### src/rtl/int2flt32.sv
`default_nettype none
// ============================================================================
// Module   : int2flt32
// Purpose  : 3-stage signed int32 -> IEEE-754 binary32 converter, round-to-nearest-even.
// Revision : 1.0  initial release
// ============================================================================
module int2flt32 (
  input  logic        clk,
  input  logic        rst,
  input  logic        en,
  input  logic        a_valid,
  input  logic [31:0] a,
  output logic        z_valid,
  output logic [31:0] z
);

  // Stage 1: sign / magnitude split
  logic        r_s1_s;
  logic [31:0] r_s1_mag;
  logic        r_s1_zero;
  logic        r_s1_v;

  // Stage 2: normalised fraction (leading one dropped) and biased exponent
  logic        r_s2_s;
  logic [30:0] r_s2_frac;
  logic [7:0]  r_s2_exp;
  logic        r_s2_zero;
  logic        r_s2_v;

  // Stage 3: output registers
  logic [31:0] r_z;
  logic        r_z_valid;

  logic [31:0] w_mag;
  logic [4:0]  w_lz;
  logic [30:0] w_frac;
  logic [7:0]  w_exp;
  logic [22:0] w_mant;
  logic        w_g;
  logic        w_st;
  logic        w_round_up;
  logic [23:0] w_sum;
  logic [7:0]  w_exp_r;
  logic [31:0] w_res;

  // Two's-complement negation of -2^31 wraps to 32'h80000000, the correct magnitude.
  assign w_mag = a[31] ? (~a + 32'd1) : a;

  always_comb begin
    w_lz = 5'd0;
    for (int i = 0; i < 32; i++) begin
      if (r_s1_mag[i]) w_lz = 5'(31 - i);
    end
  end

  // The leading one is implicit in binary32, so only the 31 bits below it are kept.
  // The biased exponent spans 127..158 and always fits in 8 bits.
  assign w_frac = 31'(r_s1_mag << w_lz);
  assign w_exp  = 8'd158 - {3'b000, w_lz};

  assign w_mant     = r_s2_frac[30:8];
  assign w_g        = r_s2_frac[7];
  assign w_st       = |r_s2_frac[6:0];
  assign w_round_up = w_g & (w_st | w_mant[0]);
  assign w_sum      = {1'b0, w_mant} + {23'd0, w_round_up};
  assign w_exp_r    = r_s2_exp + {7'd0, w_sum[23]};
  assign w_res      = r_s2_zero ? 32'h00000000 : {r_s2_s, w_exp_r, w_sum[22:0]};

  always_ff @(posedge clk) begin
    if (rst) begin
      r_s1_s    <= 1'b0;
      r_s1_mag  <= 32'd0;
      r_s1_zero <= 1'b0;
      r_s1_v    <= 1'b0;
      r_s2_s    <= 1'b0;
      r_s2_frac <= 31'd0;
      r_s2_exp  <= 8'd0;
      r_s2_zero <= 1'b0;
      r_s2_v    <= 1'b0;
      r_z       <= 32'd0;
      r_z_valid <= 1'b0;
    end else if (en) begin
      r_s1_s    <= a[31];
      r_s1_mag  <= w_mag;
      r_s1_zero <= (a == 32'd0);
      r_s1_v    <= a_valid;

      r_s2_s    <= r_s1_s;
      r_s2_frac <= w_frac;
      r_s2_exp  <= w_exp;
      r_s2_zero <= r_s1_zero;
      r_s2_v    <= r_s1_v;

      // z retains the last valid result across bubbles.
      if (r_s2_v) r_z <= w_res;
      r_z_valid <= r_s2_v;
    end
  end

  assign z       = r_z;
  assign z_valid = r_z_valid;

endmodule
`default_nettype wire

### config.mk
export PLATFORM = sky130hd
export DESIGN_NAME = int2flt32
export DESIGN_NICKNAME = d
export VERILOG_FILES = /design/src/rtl/int2flt32.sv
export SDC_FILE = /design/constraint.sdc
export NUM_CORES = 1
export LEC_CHECK = 0
export BUFFER_PORTS_ARGS = -buffer_cell sky130_fd_sc_hd__buf_2
export CAP_MARGIN = 0
export CORE_ASPECT_RATIO = 0.5
export CORE_MARGIN = 2
export CORE_UTILIZATION = 40
export DETAILED_ROUTE_END_ITERATION = 12
export GPL_TIMING_DRIVEN = 0
export SLEW_MARGIN = 20
export SYNTH_ARGS = -nofsm -noshare
export SYNTH_HDL_FRONTEND = slang
export SYNTH_SLANG_ARGS = --single-unit
### constraint.sdc
create_clock -name clk -period 3.6 [get_ports clk]
set_clock_uncertainty 0.2 [all_clocks]
set_input_delay 0.72 -clock clk [delete_from_list [all_inputs] [get_ports clk]]
set_output_delay 0.72 -clock clk [all_outputs]
set_load 0.05 [all_outputs]
=== After elaboration in Yosys (flattened, before gate mapping) ===
Index checks and enable logic that the tools add are counted.

* Logic and storage cells: 56
* Output and inout bits: 33
* Register bits: 110
* RAM bits: 0
* Bits in latches: 0
* Memories kept: 0
* Memory bits (read-only): 0

* Mux-type cells: 34
* Bitwise gates (word level): 3
* Magnitude comparators: 0
* Shifts and indexed selects: 1
* Reduce and logical (&&, ||, !) cells: 3
* Multipliers: 0
* Div/mod/pow operators: 0
* Add/sub/neg operators: 4
* Equal/unequal tests: 0

{| class="wikitable"
|+ Operators by type and width
! cell !! count
|-
| $mux W5 || 32
|-
| $mux W32 || 2
|-
| $add A32 B1 Y32 const B || 1
|-
| $logic_not A32 Y1 || 1
|-
| $not A32 Y32 || 1
|-
| $shl A32 B5 Y31 || 1
|-
| $add A23 B1 Y24 || 1
|-
| $add A8 B1 Y8 || 1
|-
| $sub A8 B5 Y8 const A || 1
|-
| $reduce_or A7 Y1 || 1
|-
| $reduce_and A2 Y1 || 1
|-
| $and A1 B1 Y1 || 1
|-
| $or A1 B1 Y1 || 1
|}

=== Longest topological paths before layout ===
Gate-level depths: netlist (run 1).

* Depth after elaboration: 33
* Mapped depth: 14
* Depth with buffers taken out: 14

=== Worst setup path after synthesis (run 1) ===
Ideal clock, no wire load.

* Kind: input to register
* From: input a[13]
* To: register r_s1_mag[30]
* Required time: 3.314 ns
* Slack: 0.320 ns
* Stages on the path: 7
* Path buffers: 0
* Data arrival time: 2.995 ns
* Setup time: 0.086 ns
* Path through: or4_1 > or3_1 > or4_1 > or3_1 > o31ai_2 > xor2_1 > a211oi_1

* Longest elaborated chain between the ends: 3

{| class="wikitable"
|+ RTL lines
! element !! RTL line !! RTL
|-
| start, declared || 12 || <nowiki>input logic [31:0] a,</nowiki>
|-
| $not A32 Y32 || 47 || <nowiki>assign w_mag = a[31] ? (~a + 32'd1) : a;</nowiki>
|-
| $add A32 B1 Y32 || 47 ||
|-
| $mux W32 || 47 ||
|-
| end signal, assigned || 84 || <nowiki>r_s1_mag <= w_mag;</nowiki>
|-
| end, declared || 19 || <nowiki>logic [31:0] r_s1_mag;</nowiki>
|}

No other way between the ends.
A chain may end at the register's enable or synchronous reset.

=== Worst setup path in the final report (run 1) ===
* From: register r_s1_mag[13]
* To: register r_s2_frac[22]

* Longest elaborated chain between the ends: 20

{| class="wikitable"
|+ RTL lines
! element !! RTL line !! RTL
|-
| $mux W5 (19 in a row) || 52 || <nowiki>if (r_s1_mag[i]) w_lz = 5'(31 - i);</nowiki>
|-
| $shl A32 B5 Y31 (*) || 58 || <nowiki>assign w_frac = 31'(r_s1_mag << w_lz);</nowiki>
|-
| end signal, assigned || 89 || <nowiki>r_s2_frac <= w_frac;</nowiki>
|-
| end, declared || 25 || <nowiki>logic [30:0] r_s2_frac;</nowiki>
|}

Every way passes the cells marked *; elsewhere a longest branch is shown, timed or not.

==> results.tsv, run 1 <==
stage	metric	value	unit
clocking	cts_root_buffer	clkbuf_16	
drt	drcViolationCount	0	
pwr	internal_power	2.275	mW
die	initial_utilization	40.47	%
clocking	cts.path.max_buffers	2	
drt	wire_per_inst	19.98	um
worst_setup_path	critPathKind	register to register	
hold_path	hp-start	z[20]	
sta	layout_setup_ws	0.08788	ns
sta	tightest_slew	0.9286	ns
logic_synthesis	yosys-top-cells-count	nor2_1 (134), dfxtp_1 (110), nand2_1 (66), clkbuf_1 (60)	
logic_synthesis	synth_top_area_share	29.87	%
worst_setup_path	end_kind	register	
pwr	power_leakage	3.184	nW
cells_and_area	postLayoutCellArea	8386	um2
pwr	pwr-share-seq	37.5	%
die	core	18220	um2
cells_and_area	areaGrowthSynthToFinish	13.73	%
worst_setup_path	worstPathRequired	3.68	ns
die	die-area	19600	um2
worst_setup_path	worstPathMaxFanout	10	
die	row_count	35	
worst_setup_path	crit_start	r_s1_mag[13]	
global_route	grt_start_max_net_pins	20	
global_route	overflow	0	
sta	timing.final.hold_violations	0	
logic_synthesis	syn-num-nets	985	
global_route	grt_pass1_wl	40.25	mm
clocking	clk_pin_slew	0.08	ns
clocking	insertion_delay	0.36	ns
placed_design	hpwl	19.48	mm
drt	vias	7508	
logic_synthesis	async_flop_share	0	%
logic_synthesis	ys_ff_latch	110	
global_route	track_usage	26.29	%
placed_design	postPlaceCellArea	8014	um2
global_route	antenna_found_initial	0	
logic_synthesis	synth_edf_count	0	
placed_design	place_ws	-0.1432	ns
outcome	outcome	finished clean	
logic_synthesis	synth_top_area_cell	dfxtp_1	
cells_and_area	nets	1061	
drt	routed_via_density	5.940	
run	drv_cap	0	
logic_synthesis	ys_warn_count	0	
logic_synthesis	synthCells	944	
worst_setup_path	timing.rr.start	r_s1_mag[13]	
logic_synthesis	syn_area	7373	um2
clocking	cts_sinks	110	
global_route	grt_pass1_vias	6994	
drt	drtPass1Iterations	6	
worst_setup_path	start_kind	register	
clocking	htree_levels	3	
sta	fin_crit	3.512	ns
clocking	cts_tree	yes	
sta	fmax	0.2847	GHz
pwr	powerDensity	447.7	nW/um2
logic_synthesis	ys_types	71	
logic_synthesis	post-synth-top-count-cell	nor2_1	
clocking	cts_made_buffers	9	
pwr	power	3.754	mW
drt	antenna_left	0	
hold_path	hold_class	register to register	
die	fp.dieW	196.0	um
sta	slew_violations	0	
pwr	clockPowerShare	26.4	%
pwr	swShare	39.40	%
placed_design	port_buffers	68	
sta	finalSetupViolations	0	
logic_synthesis	ys_seq_area_share	29.87	%
cells_and_area	fin_util	46.03	%
pwr	p_switching	1.479	mW
logic_synthesis	syn_avg_cell_area	7.811	um2
cells_and_area	drive_gt1_share	14.94	%
logic_synthesis	synth-main-ff-cell	dfxtp_1	
pwr	peakVddDrop	0.0002284	V
sta	fin_crit_sh	97.56	%
worst_setup_path	arrival	3.60	ns
pwr	p_comb_share	36.0	%
sta	slew_headroom	37.52	%
clocking	cts_hold_buf	0	
cells_and_area	num_antenna_cells	0	
placed_design	gp_congestion	0.9417	
logic_synthesis	synthTopCellsByArea	dfxtp_1 (30%), nor2_1 (6.8%), mux2i_1 (5.7%)	
drt	drtIter0Drc	601	
drt	finalWirelength	25.25	mm
die	die_h	100.0	um
sta	rsz0062_at_grt	yes	
die	boundaryPins	69	
==> metrics by stage <==
stage                     TNS (ns)  cells  hold slack, ns
after floorplan                  0    944          0.2419
after global placement     -0.2736   1252          0.2373
after detailed placement   -0.3181   1252          0.2428
after CTS                        0   1267          0.2626
after global routing      -0.04059   1264          0.2965
final                            0   1264          0.2619
==> worst max-delay path: stages (launching register included) <==
cell	delay, ns
dfxtp_1	0.30
clkbuf_1	0.27
or3_1	0.41
a221o_1	0.26
a21oi_1	0.28
o211ai_1	0.20
clkbuf_1	0.31
buf_2	0.30
o21ai_0	0.56
a22oi_1	0.15
a21oi_1	0.18
==> per-layer routing <==
| layer | GRT usage (%) | share of wire (%) | up-vias |
|---|---|---|---|
| met1 | 36.99 | 48 | 3575 |
| met4 | 5.303 | 1.3 | 0 |
| met3 | 4.704 | 6.6 | 29 |
| met2 | 42.49 | 44 | 280 |
| met5 | 0 | 0 | - |
| li1 | - | - | 3624 |
==> timing repair <==
item / 4_1_cts / 5_1_grt
buffers inserted: 0 / 3
endpoints found under the setup margin: 0 / 24
gates resized for setup: 0 / 19
==> sequential cells by signal, summed over array words and instances (netlist names) <==
| name | cells |
|---|---|
| r_s1_mag | 32 |
| z | 32 |
| r_s2_frac | 31 |
| r_s2_exp | 8 |
| r_s1_s | 1 |
| r_s1_v | 1 |
| r_s1_zero | 1 |
| r_s2_s | 1 |
| r_s2_v | 1 |
| r_s2_zero | 1 |
| z_valid | 1 |
==> final timing paths <==
kind / to / slack (ns) / cells after the start
max: r_s2_frac[22] / 0.09 / 10
min: z[20] / 0.26 / 2
max reg2reg: r_s2_frac[22] / 0.09 / 10
min reg2reg: z[20] / 0.26 / 2
==> cell families (layout without fill, tap and decap cells) <==
family / Yosys count / after routing / share of synthesized area (%)
XOR/XNOR: 58 / 58 / 6.890
flip-flops: 110 / 110 / 29.87
multiplexers: 56 / 56 / 7.840
AND/OR/NAND/NOR: 349 / 349 / 23.11
adder cells (fa/ha/maj): 5 / 5 / 0.8485
buffers and inverters: 103 / 183 / 5.871
AO/OA/AOI/OAI: 263 / 263 / 25.57
==> layout by cell type, fill, tap and decap left out, types with 15 or more instances in the layout <==
cell type | synthesis | final
o21ai_0 | 40 | 40
nand2_1 | 66 | 66
nand3_1 | 33 | 33
a21oi_1 | 36 | 34
a211oi_1 | 36 | 36
mux2i_1 | 42 | 42
xnor2_1 | 19 | 19
dfxtp_1 | 110 | 108
nand4_1 | 15 | 15
clkbuf_1 | 60 | 53
xor2_1 | 39 | 39
inv_1 | 16 | 16
o211ai_1 | 19 | 19
a22oi_1 | 42 | 42
nor2_1 | 134 | 132
buf_2 | 13 | 81
nor3_1 | 18 | 16
==> power groups by stage <==
stage	Clock (mW)	Combinational [mW]	Sequential [mW]
2_1_floorplan	0	0.934	1.39
3_3_place_gp	0	1.31	1.41
3_5_place_dp	0	1.32	1.42
4_1_cts	1.00	1.32	1.39
5_1_grt	1.04	1.47	1.42
6_report	0.993	1.35	1.41
==> layout make-up <==
cell class	instances	area (um2)
multi-input cells	731	4822
well taps	240	300.3
flip-flops and latches	110	2205
plain buffers	78	341.6
inverters	19	71.32
repair buffers	71	362.8
clock inverters	6	57.56
fillers	1867	9832
clock buffers	9	225.2
Note: power is estimated with default switching activity, not from simulation.
==> run 2, diff against run 1 <==
--- a/config.mk
+++ b/config.mk
@@ -12,6 +12,7 @@
 export CORE_UTILIZATION = 40
 export DETAILED_ROUTE_END_ITERATION = 12
 export GPL_TIMING_DRIVEN = 0
+export PLACE_DENSITY = 0.66
 export SLEW_MARGIN = 20
 export SYNTH_ARGS = -nofsm -noshare
 export SYNTH_HDL_FRONTEND = slang
==> results.tsv, run 2 (synthesis results as in run 1) <==
stage	metric	value	unit
die	die_h	100.0	um
sta	timing.final.hold_violations	0	
global_route	antenna_found_initial	0	
cells_and_area	areaGrowthSynthToFinish	13.66	%
global_route	grt_start_max_net_pins	21	
worst_setup_path	path_common_cell	o21ai_4	
cells_and_area	nets	1061	
cells_and_area	num_antenna_cells	0	
die	initial_utilization	40.47	%
placed_design	place_inst	1252	
clocking	htree_levels	3	
placed_design	hpwl	18.99	mm
cells_and_area	seqCellArea	2207	um2
worst_setup_path	worstPathMaxFanout	10	
drt	drtPass1Iterations	6	
pwr	peakVddDrop	0.0002311	V
sta	slew_violations	0	
sta	finalSetupViolations	0	
clocking	cts.path.max_buffers	2	
sta	tightest_slew	0.8072	ns
drt	drcViolationCount	0	
global_route	track_usage	25.37	%
cells_and_area	final_common_cell	nor2_1	
worst_setup_path	start_kind	register	
clocking	cts_hold_buf	0	
clocking	cts_sinks	110	
clocking	cts_tree	yes	
sta	fin_crit	3.432	ns
hold_path	hold_class	register to register	
cells_and_area	final_cell_mix	nor2_1 (131), dfxtp_1 (106), buf_2 (80), nand2_1 (66), clkbuf_1 (55)	
die	boundaryPins	69	
cells_and_area	stdcell_count	1265	
drt	wire_per_inst	19.65	um
clocking	clk_pin_slew	0.08	ns
clocking	insertion_delay	0.36	ns
run	drv_cap	0	
sta	slew_headroom	45.69	%
worst_setup_path	arrival	3.45	ns
sta	rsz0062_at_grt	no	
worst_setup_path	end_kind	register	
die	fp.dieW	196.0	um
worst_setup_path	slowest_delay	0.59	ns
sta	layout_setup_ws	0.1685	ns
global_route	grt_pass1_wl	39.32	mm
pwr	powerDensity	453.7	nW/um2
die	die-area	19600	um2
sta	fmax	0.2914	GHz
drt	routed_via_density	5.984	
cells_and_area	multi_input_area	4808	um2
placed_design	port_buffers	68	
global_route	overflow	0	
die	core	18220	um2
worst_setup_path	crit_path_top_delay_cell	nor4_1	
drt	antenna_left	0	
clocking	cts_root_buffer	clkbuf_16	
global_route	grt_pass1_vias	6896	
placed_design	place_ws	-0.1733	ns
drt	vias	7570	
drt	drtIter0Drc	781	
die	row_count	35	
cells_and_area	drive_gt1_share	15.22	%
pwr	power_leakage	3.181	nW
clocking	cts_made_buffers	9	
worst_setup_path	path_cells	clkbuf_1 -> nor4_1 -> o21ai_4 -> o21ai_4 -> nand2_4 -> mux2_2 -> mux2i_1 -> a211oi_1 -> o31ai_1 -> a31oi_1	
cells_and_area	n_fill_cell	1889	
outcome	outcome	finished clean	
worst_setup_path	critPathKind	register to register	
pwr	power	3.802	mW
worst_setup_path	worstPathRequired	3.62	ns
placed_design	gp_congestion	0.9285	
drt	finalWirelength	24.86	mm
sta	fin_crit_sh	95.32	%
-- run 2: changes by cell type in the layout (fill, tap and decap cells not counted), sizes merged --
cell      previous run  this run
inv                 19        20
clkinvlp             2         1
clkbuf              64        68
buf                 94        91
-- run 2: path summary, 6_finish.rpt --
kind                              startpoint            end  slack (ns)  depth (start not counted)
worst min register to register         z[20]          z[20]        0.26                          2
worst max register to register  r_s1_mag[21]  r_s2_frac[30]        0.17                         10
worst min-delay path                   z[20]          z[20]        0.26                          2
worst max-delay path            r_s1_mag[21]  r_s2_frac[30]        0.17                         10
-- run 2: final cells by class --
| type | count | area share [%] |
|---|---|---|
| clock buffers | 10 | 2.732 |
| inverters | 19 | 0.8510 |
| well taps | 240 | 3.583 |
| flip-flops and latches | 110 | 26.34 |
| clock inverters | 6 | 0.7614 |
| repair buffers | 69 | 4.150 |
| multi-input cells | 731 | 57.38 |
| plain buffers | 80 | 4.210 |
-- run 2: report_power, final --
group | switching [mW] | leakage, nW | internal, mW
Clock | 0.549 | 0.140 | 0.492
Sequential | 0.0993 | 0.902 | 1.30
Combinational | 0.865 | 2.14 | 0.492
Total | 1.51 | 3.18 | 2.29
-- run 2: what timing repair did --
item | 4_1_cts | 5_1_grt
setup buffers | 0 | 1
resized for setup | 0 | 24
endpoints found under the setup margin | 0 | 22
-- run 2: layer usage --
| layer | part of all wire [%] | track usage [%] |
|---|---|---|
| met5 | 0 | 0 |
| met4 | 0.86 | 4.953 |
| met3 | 7.9 | 5.208 |
| met2 | 42 | 39.06 |
| met1 | 49 | 36.82 |
-- run 2: worst max-delay path: cells and delay by family (launching register included) --
family	cells	cell delay, ns
AOI/OAI and AO/OA	5	1.19
and+or+nand+nor	2	0.73
muxes	2	0.61
DFF	1	0.30
buffers and inverters	1	0.25
-- run 2: metrics by stage --
stage | hold WS [ns] | instance area [um2] | setup TNS (ns) | util (%)
2_1_floorplan | 0.2419 | 7373 | 0 | -
3_3_place_gp | 0.2357 | 8014 | -0.1386 | 43.99
3_5_place_dp | 0.2428 | 8014 | -0.3510 | 43.99
4_1_cts | 0.2628 | 8307 | 0 | 45.60
5_1_grt | 0.2881 | 8381 | 0 | 46.00
6_report | 0.2619 | 8381 | 0 | 46.00
